## src/rtl/vga_pkg.sv

```systemverilog
// Shared VGA timing constants and counter sizing helper used by the raster
// timing controller and its counters.
package vga_pkg;

  // 640x480 @ 60 Hz, 25.175 MHz pixel clock, both syncs active-low
  localparam int unsigned VGA640_WIDTH  = 640;
  localparam int unsigned VGA640_H_FP   = 16;
  localparam int unsigned VGA640_H_PW   = 96;
  localparam int unsigned VGA640_H_BP   = 48;
  localparam int unsigned VGA640_HEIGHT = 480;
  localparam int unsigned VGA640_V_FP   = 10;
  localparam int unsigned VGA640_V_PW   = 2;
  localparam int unsigned VGA640_V_BP   = 33;
  localparam bit          VGA640_HS_POL = 1'b0;
  localparam bit          VGA640_VS_POL = 1'b0;

  // 800x600 @ 60 Hz, 40 MHz pixel clock, both syncs active-high
  localparam int unsigned SVGA800_WIDTH  = 800;
  localparam int unsigned SVGA800_H_FP   = 40;
  localparam int unsigned SVGA800_H_PW   = 128;
  localparam int unsigned SVGA800_H_BP   = 88;
  localparam int unsigned SVGA800_HEIGHT = 600;
  localparam int unsigned SVGA800_V_FP   = 1;
  localparam int unsigned SVGA800_V_PW   = 4;
  localparam int unsigned SVGA800_V_BP   = 23;
  localparam bit          SVGA800_HS_POL = 1'b1;
  localparam bit          SVGA800_VS_POL = 1'b1;

  // Bits needed to count 0..total-1; never narrower than one bit.
  function automatic int unsigned cnt_width(input int unsigned total);
    return (total <= 1) ? 1 : $clog2(total);
  endfunction

endpackage

```

## src/rtl/vga_timing_ctrl_if.sv

```systemverilog
// Video timing bundle from the raster timing controller to the pixel source
// and colour mux. All members are registered and change together.
interface vga_timing_ctrl_if #(
  parameter int unsigned N_W = 10,
  parameter int unsigned N_H = 10
);
  logic           oHS;
  logic           oVS;
  logic           oDE;
  logic           oSOF;
  logic           oEOL;
  logic [N_W-1:0] oCountH;
  logic [N_H-1:0] oCountV;

  // No handshake: the sink samples every member on pixel-enabled edges only.
  modport master (output oHS, oVS, oDE, oSOF, oEOL, oCountH, oCountV);
  modport slave  (input  oHS, oVS, oDE, oSOF, oEOL, oCountH, oCountV);
endinterface

```

## src/rtl/wrap_counter.sv

```systemverilog
// Modulo-LIM counter that advances on iEn and flags the enabled edge on which
// it wraps back to zero.
module wrap_counter
  import vga_pkg::*;
#(
  parameter int unsigned LIM = 2,
  parameter int unsigned W   = cnt_width(LIM)
) (
  input  logic         iClk,
  input  logic         iRst,
  input  logic         iEn,
  output logic [W-1:0] oQ,
  output logic         oWrap
);

  localparam logic [W-1:0] LAST = W'(LIM - 1);

  logic [W-1:0] cnt_q;
  logic [W-1:0] cnt_d;
  logic         at_last;

  assign at_last = (cnt_q == LAST);

  always_comb begin
    cnt_d = cnt_q;
    if (iEn) begin
      cnt_d = at_last ? '0 : cnt_q + W'(1);
    end
  end

  always_ff @(posedge iClk or negedge iRst) begin
    if (!iRst) begin
      cnt_q <= '0;
    end else begin
      cnt_q <= cnt_d;
    end
  end

  assign oQ    = cnt_q;
  assign oWrap = iEn & at_last;

endmodule

```

## src/rtl/vga_timing_ctrl.sv

```systemverilog
// VGA raster timing controller: horizontal/vertical position counters with a
// registered decode stage producing sync, data-enable and frame/line markers.
module vga_timing_ctrl
  import vga_pkg::*;
#(
  parameter int unsigned WIDTH  = VGA640_WIDTH,
  parameter int unsigned H_FP   = VGA640_H_FP,
  parameter int unsigned H_PW   = VGA640_H_PW,
  parameter int unsigned H_BP   = VGA640_H_BP,
  parameter int unsigned HEIGHT = VGA640_HEIGHT,
  parameter int unsigned V_FP   = VGA640_V_FP,
  parameter int unsigned V_PW   = VGA640_V_PW,
  parameter int unsigned V_BP   = VGA640_V_BP,
  parameter bit          HS_POL = VGA640_HS_POL,
  parameter bit          VS_POL = VGA640_VS_POL,
  parameter int unsigned N_W    = cnt_width(WIDTH + H_FP + H_PW + H_BP),
  parameter int unsigned N_H    = cnt_width(HEIGHT + V_FP + V_PW + V_BP)
) (
  input  logic              iClk,
  input  logic              iRst,
  input  logic              iEn,
  vga_timing_ctrl_if.master vid
);

  localparam int unsigned H_TOTAL = WIDTH + H_FP + H_PW + H_BP;
  localparam int unsigned V_TOTAL = HEIGHT + V_FP + V_PW + V_BP;

  generate
    if (WIDTH == 0 || HEIGHT == 0 || H_PW == 0 || V_PW == 0) begin : g_bad_cfg
      $error("vga_timing_ctrl: WIDTH, HEIGHT, H_PW and V_PW must be non-zero");
    end
  endgenerate

  // Inclusive bounds keep every constant below the total, so none overflows N_W/N_H.
  localparam logic [N_W-1:0] H_ACT_LAST   = N_W'(WIDTH - 1);
  localparam logic [N_W-1:0] H_SYNC_FIRST = N_W'(WIDTH + H_FP);
  localparam logic [N_W-1:0] H_SYNC_LAST  = N_W'(WIDTH + H_FP + H_PW - 1);
  localparam logic [N_H-1:0] V_ACT_LAST   = N_H'(HEIGHT - 1);
  localparam logic [N_H-1:0] V_SYNC_FIRST = N_H'(HEIGHT + V_FP);
  localparam logic [N_H-1:0] V_SYNC_LAST  = N_H'(HEIGHT + V_FP + V_PW - 1);

  logic [N_W-1:0] h_cnt;
  logic [N_H-1:0] v_cnt;
  logic           h_wrap;
  logic           v_wrap_unused;

  wrap_counter #(.LIM(H_TOTAL), .W(N_W)) u_h_cnt (
    .iClk  (iClk),
    .iRst  (iRst),
    .iEn   (iEn),
    .oQ    (h_cnt),
    .oWrap (h_wrap)
  );

  // Vertical counter steps only on the enabled edge that ends a line.
  wrap_counter #(.LIM(V_TOTAL), .W(N_H)) u_v_cnt (
    .iClk  (iClk),
    .iRst  (iRst),
    .iEn   (h_wrap),
    .oQ    (v_cnt),
    .oWrap (v_wrap_unused)
  );

  logic           h_act;
  logic           v_act;
  logic           hs_d,  hs_q;
  logic           vs_d,  vs_q;
  logic           de_d,  de_q;
  logic           sof_d, sof_q;
  logic           eol_d, eol_q;
  logic [N_W-1:0] cnt_h_d, cnt_h_q;
  logic [N_H-1:0] cnt_v_d, cnt_v_q;

  always_comb begin
    h_act   = (h_cnt <= H_ACT_LAST);
    v_act   = (v_cnt <= V_ACT_LAST);
    cnt_h_d = h_cnt;
    cnt_v_d = v_cnt;
    de_d    = h_act & v_act;
    hs_d    = ((h_cnt >= H_SYNC_FIRST) && (h_cnt <= H_SYNC_LAST)) ? HS_POL : ~HS_POL;
    vs_d    = ((v_cnt >= V_SYNC_FIRST) && (v_cnt <= V_SYNC_LAST)) ? VS_POL : ~VS_POL;
    sof_d   = (h_cnt == '0) && (v_cnt == '0);
    eol_d   = (h_cnt == H_ACT_LAST) && v_act;
  end

  // Every output shares this register stage, so they stay aligned with each other.
  always_ff @(posedge iClk or negedge iRst) begin
    if (!iRst) begin
      cnt_h_q <= '0;
      cnt_v_q <= '0;
      de_q    <= 1'b0;
      sof_q   <= 1'b0;
      eol_q   <= 1'b0;
      hs_q    <= ~HS_POL;
      vs_q    <= ~VS_POL;
    end else if (iEn) begin
      cnt_h_q <= cnt_h_d;
      cnt_v_q <= cnt_v_d;
      de_q    <= de_d;
      sof_q   <= sof_d;
      eol_q   <= eol_d;
      hs_q    <= hs_d;
      vs_q    <= vs_d;
    end
  end

  assign vid.oHS     = hs_q;
  assign vid.oVS     = vs_q;
  assign vid.oDE     = de_q;
  assign vid.oSOF    = sof_q;
  assign vid.oEOL    = eol_q;
  assign vid.oCountH = cnt_h_q;
  assign vid.oCountV = cnt_v_q;

endmodule

```

## src/flat_wrapper.sv

```systemverilog
// flat-port wrapper written by rule: the top's interface ports become plain ports
module vga_timing_ctrl_flat import vga_pkg::*;
#(
  parameter int unsigned WIDTH  = VGA640_WIDTH,
  parameter int unsigned H_FP   = VGA640_H_FP,
  parameter int unsigned H_PW   = VGA640_H_PW,
  parameter int unsigned H_BP   = VGA640_H_BP,
  parameter int unsigned HEIGHT = VGA640_HEIGHT,
  parameter int unsigned V_FP   = VGA640_V_FP,
  parameter int unsigned V_PW   = VGA640_V_PW,
  parameter int unsigned V_BP   = VGA640_V_BP,
  parameter bit          HS_POL = VGA640_HS_POL,
  parameter bit          VS_POL = VGA640_VS_POL,
  parameter int unsigned N_W    = cnt_width(WIDTH + H_FP + H_PW + H_BP),
  parameter int unsigned N_H    = cnt_width(HEIGHT + V_FP + V_PW + V_BP)
)
  (iClk, iRst, iEn, vid_oHS, vid_oVS, vid_oDE, vid_oSOF, vid_oEOL, vid_oCountH, vid_oCountV);
  vga_timing_ctrl_if #(.N_W(N_W), .N_H(N_H)) vid_i ();
  input  logic iClk;
  input  logic iRst;
  input  logic iEn;
  output wire logic [$bits(vid_i.oHS)-1:0] vid_oHS;
  output wire logic [$bits(vid_i.oVS)-1:0] vid_oVS;
  output wire logic [$bits(vid_i.oDE)-1:0] vid_oDE;
  output wire logic [$bits(vid_i.oSOF)-1:0] vid_oSOF;
  output wire logic [$bits(vid_i.oEOL)-1:0] vid_oEOL;
  output wire logic [$bits(vid_i.oCountH)-1:0] vid_oCountH;
  output wire logic [$bits(vid_i.oCountV)-1:0] vid_oCountV;
  assign vid_oHS = vid_i.oHS;
  assign vid_oVS = vid_i.oVS;
  assign vid_oDE = vid_i.oDE;
  assign vid_oSOF = vid_i.oSOF;
  assign vid_oEOL = vid_i.oEOL;
  assign vid_oCountH = vid_i.oCountH;
  assign vid_oCountV = vid_i.oCountV;
  vga_timing_ctrl #(.WIDTH(WIDTH), .H_FP(H_FP), .H_PW(H_PW), .H_BP(H_BP), .HEIGHT(HEIGHT), .V_FP(V_FP), .V_PW(V_PW), .V_BP(V_BP), .HS_POL(HS_POL), .VS_POL(VS_POL), .N_W(N_W), .N_H(N_H)) u_core (.iClk(iClk), .iRst(iRst), .iEn(iEn), .vid(vid_i));
endmodule
```

## config.mk

```make
export PLATFORM = sky130hd
export DESIGN_NAME = vga_timing_ctrl_flat
export DESIGN_NICKNAME = d
export VERILOG_FILES = /design/src/rtl/vga_pkg.sv /design/src/rtl/vga_timing_ctrl_if.sv /design/src/rtl/wrap_counter.sv /design/src/rtl/vga_timing_ctrl.sv /design/src/flat_wrapper.sv
export SDC_FILE = /design/constraint.sdc
export NUM_CORES = 1
export LEC_CHECK = 0
export CAP_MARGIN = 10
export CORE_ASPECT_RATIO = 0.7
export CORE_MARGIN = 2
export CORE_UTILIZATION = 50
export CTS_CLUSTER_SIZE = 40
export DETAILED_ROUTE_END_ITERATION = 16
export HOLD_SLACK_MARGIN = 0.15
export PLACE_DENSITY_LB_ADDON = 0.2
export SLEW_MARGIN = 20
export SYNTH_ARGS = -nofsm -noshare
export SYNTH_HDL_FRONTEND = slang
export SYNTH_SLANG_ARGS = --single-unit
export TNS_END_PERCENT = 50
```

## constraint.sdc

```tcl
create_clock -name iClk -period 2.2 [get_ports iClk]
set_input_delay 0.44 -clock iClk [delete_from_list [all_inputs] [get_ports iClk]]
set_output_delay 0.44 -clock iClk [all_outputs]
set_load 0.01 [all_outputs]
```

# Yosys cells after proc, flatten, opt, wreduce, memory -nomap -nowiden
# Cells that the tools add are included.
[word_totals]
reg_bits = 45
output_inout_bits = 25
elab_cells = 32
[classes]
n_eq_ne = 3
n_reduce_logical = 6
magnitude_cmp = 6
add_sub_neg = 2
n_mux = 4
bitwise = 2
[ops]
columns = ["op", "n"]
rows = [
  ["10-bit == test (second input constant)", 3],
  ["10-bit by 1-bit adder with 10-bit output (second input constant)", 2],
  ["10-bit less-or-equal comparator (second input constant)", 2],
  ["10-bit by 9-bit less-or-equal comparator with 1-bit output (second input constant)", 2],
  ["10-bit zero test", 2],
  ["10-bit 2-to-1 mux", 2],
  ["10-bit greater-or-equal comparator (second input constant)", 1],
  ["10-bit by 9-bit greater-or-equal comparator with 1-bit output (second input constant)", 1],
  ["1-bit logical AND", 4],
  ["1-bit bitwise AND", 2],
  ["1-bit 2-to-1 mux", 2],
]

# Depth between registers and ports, before layout
[depth]
ltp_word = 3
ltp_mapped = 6
mapped_depth_nobuf = 6

# Cells and area by module
# A second synthesis with hierarchy kept.
[unflattened]
cells_unflattened = 175
hier_area_um2 = 2090.8
[modules_own_cells]
columns = ["module", "area_per_inst_um2", "cells_per_inst", "n_inst"]
rows = [
  ["vga_timing_ctrl", 1049.8, 75, 1],
  ["wrap_counter at u_core.u_v_cnt", 530.5, 50, 1],
  ["wrap_counter at u_core.u_h_cnt", 510.5, 50, 1],
]

# Least setup slack after synthesis
# No wires, ideal clock.
[synth_path]
path_type = "flip-flop to flip-flop"
startpoint = "register u_core.u_h_cnt.cnt_q[0], in the netlist u_core.u_h_cnt.oQ[0]"
endpoint = "register u_core.u_v_cnt.cnt_q[9], in the netlist u_core.u_v_cnt.oQ[9]"
required_ns = 2.123
setup_slack_ns = 0.612
period_less_slack_ns = 1.588
setup_time_ns = 0.077
arrival_ns = 1.511
path_buffers = 0
path_stages_with_launch = 6
path_cell_list = "dfrtp_1 ha_1 and4_4 nand3_4 or4_1 a21oi_1"
[synth_via]
elab_chain_len = 2
[synth_rtl]
columns = ["item", "line_no", "source"]
rows = [
  ["from (decl)", "wrap_counter.sv:18", "logic [W-1:0] cnt_q;"],
  ["from (signal assigned)", "wrap_counter.sv:35", "cnt_q <= cnt_d;"],
  ["10-bit == test", "wrap_counter.sv:22", "assign at_last = (cnt_q == LAST);"],
  ["1-bit bitwise AND", "wrap_counter.sv:40", "assign oWrap = iEn & at_last;"],
  ["to (signal assigned)", "wrap_counter.sv:35", ""],
  ["to (decl)", "wrap_counter.sv:18", ""],
]
# Every way passes these cells.
# A chain may end at the register's enable or synchronous reset.

==> insert_results.sql <==
INSERT INTO impl_metrics (metric_group, metric, value, unit) VALUES
('grt', 'maximum_number_of_pins_on_one_net_before_global_route_repair', '37', ''),
('synthesis', 'synth_ff_type', 'sky130_fd_sc_hd__dfrtp_1', ''),
('floorplan', 'io-pin-count', '28', ''),
('sta', 'post_route_skew', '7.67', 'ps'),
('final_layout', 'final_cell_count_no_fill', '261', ''),
('critical_path', 'regToRegStartpoint', 'u_core.u_h_cnt.oQ[0]', ''),
('clock_tree', 'tritoncts', 'built', ''),
('floorplan', 'row_count', '19', ''),
('floorplan', 'core_region_area', '3920', 'sq um'),
('synthesis', 'post_synth_instance_area', '2050', 'sq um'),
('critical_path', 'crit_arrival', '1990', 'ps'),
('final_layout', 'regArea', '1130', 'sq um'),
('hold_path', 'hold_path_class', 'in2async', ''),
('power_and_ir_drop', 'vdd_drop_max', '0.000540', 'V'),
('synthesis', 'synth-edff-count', '0', ''),
('critical_path', 'rrSetupSlack', '440', 'ps'),
('grt', 'groute.usage.overall', '0.198', ''),
('final_layout', 'multi_input_comb_area', '852', 'sq um'),
('critical_path', 'critical_path.reg2reg.endpoint', 'u_core.u_v_cnt.oQ[9]', ''),
('job', 'maxcap_viol_count', '0', ''),
('outcome', 'run_status', 'completed', ''),
('placement', 'io_buffer_count', '27', ''),
('route', 'remaining_drc_errors', '0', ''),
('synthesis', 'yosys_warnings', '0', ''),
('sta', 'timing.hold.ws', '222', 'ps'),
('power_and_ir_drop', 'power.leakage', '1.07', 'nW'),
('grt', 'number_of_global_route_vias_before_repair', '1428', ''),
('route', 'detail_route.wirelength.met1', '2020', 'um'),
('critical_path', 'cp_max_fo', '18', ''),
('clock_tree', 'cts.reportedPaths.clkPinSlew', '70', 'ps'),
('clock_tree', 'cts.hold.buffers_added', '0', ''),
('placement', 'post-place-cells', '253', ''),
('clock_tree', 'cts_root_buf', 'sky130_fd_sc_hd__clkbuf_8', ''),
('final_layout', 'antennaDiodeCount', '0', ''),
('final_layout', 'num-fill-cells', '331', ''),
('synthesis', 'yosysTopAreaCell', 'sky130_fd_sc_hd__dfrtp_1', ''),
('synthesis', 'synth_largest_type_area_fraction', '0.525', ''),
('synthesis', 'synth.avg_cell_area', '11.6', 'sq um'),
('synthesis', 'ys_top_cells_by_area', 'sky130_fd_sc_hd__dfrtp_1 53%, sky130_fd_sc_hd__mux2_2 10%, sky130_fd_sc_hd__ha_1 3.1%', ''),
('clock_tree', 'clk_latency', '290', 'ps'),
('critical_path', 'critical_path.slowest_cell', 'sky130_fd_sc_hd__clkdlybuf4s50_1', ''),
('power_and_ir_drop', 'power_density', '755', 'nW/um^2'),
('route', 'met3_wirelength', '214', 'um'),
('placement', 'place.gp.congestion', '0.833', ''),
('clock_tree', 'cts_post_setup_buffers_inserted', '0', ''),
('placement', 'dp_hpwl', '3000', 'um'),
('clock_tree', 'cts-htree-levels', '2', ''),
('critical_path', 'ff2ff_path_depth', '5', ''),
('route', 'drtPass1Iterations', '4', ''),
('synthesis', 'ys_seq_elements', '45', ''),
('final_layout', 'synthToLayoutAreaGrowth', '20.5', '%'),
('sta', 'fmax', '559', 'MHz'),
('synthesis', 'postSynthCellCount', '177', ''),
('clock_tree', 'clockBufferDepth', '2', ''),
('route', 'wirelength', '4080', 'um'),
('route', 'avgViaCountPerCell', '5.56', ''),
('route', 'antenna_left', '0', ''),
('synthesis', 'synth_commonest_cells', '43 x sky130_fd_sc_hd__dfrtp_1, 19 x sky130_fd_sc_hd__mux2_2, 10 x sky130_fd_sc_hd__inv_1, 10 x sky130_fd_sc_hd__o21ai_0', ''),
('sta', 'timing_worst_slew_pin_value', '758', 'ps'),
('floorplan', 'die_area', '4640', 'sq um'),
('grt', 'grt_pass1_wl', '6900', 'um'),
('sta', 'timing_max_transition_violations_final', '0', ''),
('sta', 'worst_slew_margin_rel', '0.495', ''),
('grt', 'grt_overflow_total', '0', ''),
('power_and_ir_drop', 'total_power', '1.86', 'mW'),
('sta', 'final_hold_viol_count', '0', ''),
('sta', 'min_period_over_period', '0.813', ''),
('final_layout', 'final_nets', '216', ''),
('synthesis', 'yosys.cell_count.top_type', 'sky130_fd_sc_hd__dfrtp_1', ''),
('critical_path', 'crit_path_max_incr_delay', '500', 'ps'),
('clock_tree', 'cts_resized', '0', '');
[per-stage QoR]
| step | utilization | instance area (sq um) | worst slack [ps] |
|---|---|---|---|
| 2_1_floorplan | - | 2050 | 612 |
| 3_3_place_gp | 0.606 | 2380 | 167 |
| 3_5_place_dp | 0.606 | 2380 | 135 |
| 4_1_cts | 0.629 | 2470 | 399 |
| 5_1_grt | 0.629 | 2470 | 303 |
| 6_report | 0.629 | 2470 | 411 |
[flip-flops by register name (all words and copies together), names as in the netlist]
register,count
u_core.u_h_cnt.oQ,10
u_core.u_v_cnt.oQ,10
u_core.vid.oCountH,10
u_core.vid.oCountV,10
u_core.vid.oDE,1
u_core.vid.oEOL,1
u_core.vid.oHS,1
u_core.vid.oSOF,1
u_core.vid.oVS,1
[worst max-delay path: cells and delay by family]
family                 cells  cell delay, ps
AND/OR/NAND/NOR            2             640
AO/OA/AOI/OAI              1             140
buffers and inverters      2             770
[cells by family (layout without fill, tap and decap cells)]
group                    count (synthesis)  in the layout  synth area share
AND/OR/NAND/NOR                         57             57             0.166
buffers and inverters                   17             49            0.0336
multiplexers                            21             21             0.114
AO/OA/AOI/OAI                           21             21            0.0580
XOR/XNOR                                11             11            0.0470
adder cells (fa/ha/maj)                  5              5            0.0305
flip-flops                              45             45             0.551
[power breakdown]
part           internal [mW]  switching, mW
combinational          0.179          0.144
sequential             0.919          0.116
clock                  0.256          0.250
[worst max path at each step]
stage / startpoint / end
4_1_cts: u_core.vid.oVS / vid_oVS
6_report: iEn / u_core.vid.oSOF
3_5_place_dp: iEn / u_core.u_v_cnt.oQ[9]
2_1_floorplan: u_core.u_h_cnt.oQ[0] / u_core.u_v_cnt.oQ[9]
3_3_place_gp: iEn / u_core.u_v_cnt.oQ[9]
5_1_grt: u_core.u_h_cnt.oQ[0] / u_core.u_v_cnt.oQ[9]
[placed cells by master, fill, tap and decap left out, types with 4 or more instances in the layout]
| cell | n |
|---|---|
| sky130_fd_sc_hd__a21oi_1 | 4 |
| sky130_fd_sc_hd__and3_1 | 4 |
| sky130_fd_sc_hd__buf_4 | 4 |
| sky130_fd_sc_hd__clkbuf_8 | 6 |
| sky130_fd_sc_hd__clkdlybuf4s50_1 | 26 |
| sky130_fd_sc_hd__dfrtp_1 | 43 |
| sky130_fd_sc_hd__ha_1 | 5 |
| sky130_fd_sc_hd__inv_1 | 10 |
| sky130_fd_sc_hd__mux2_2 | 19 |
| sky130_fd_sc_hd__nand2_1 | 9 |
| sky130_fd_sc_hd__nand3_1 | 8 |
| sky130_fd_sc_hd__nand4_1 | 7 |
| sky130_fd_sc_hd__nor2_1 | 9 |
| sky130_fd_sc_hd__nor3_1 | 4 |
| sky130_fd_sc_hd__o21ai_0 | 10 |
| sky130_fd_sc_hd__xnor2_1 | 6 |
| sky130_fd_sc_hd__xor2_1 | 5 |
[routing by layer]
metal / GRT usage / up-vias
met2: 0.286 / 44
met4: 0.0630 / 0
met5: 0 / -
met1: 0.296 / 714
li1: - / 685
met3: 0.0506 / 7
[cell type report]
| type | instances | area share |
|---|---|---|
| Sequential cell | 45 | 0.457 |
| Multi-Input combinational cell | 115 | 0.345 |
| Timing Repair Buffer | 31 | 0.120 |
| Clock buffer | 8 | 0.0365 |
| Tap cell | 52 | 0.0264 |
| Inverter | 10 | 0.0152 |
(Power assumes the default switching activity.)
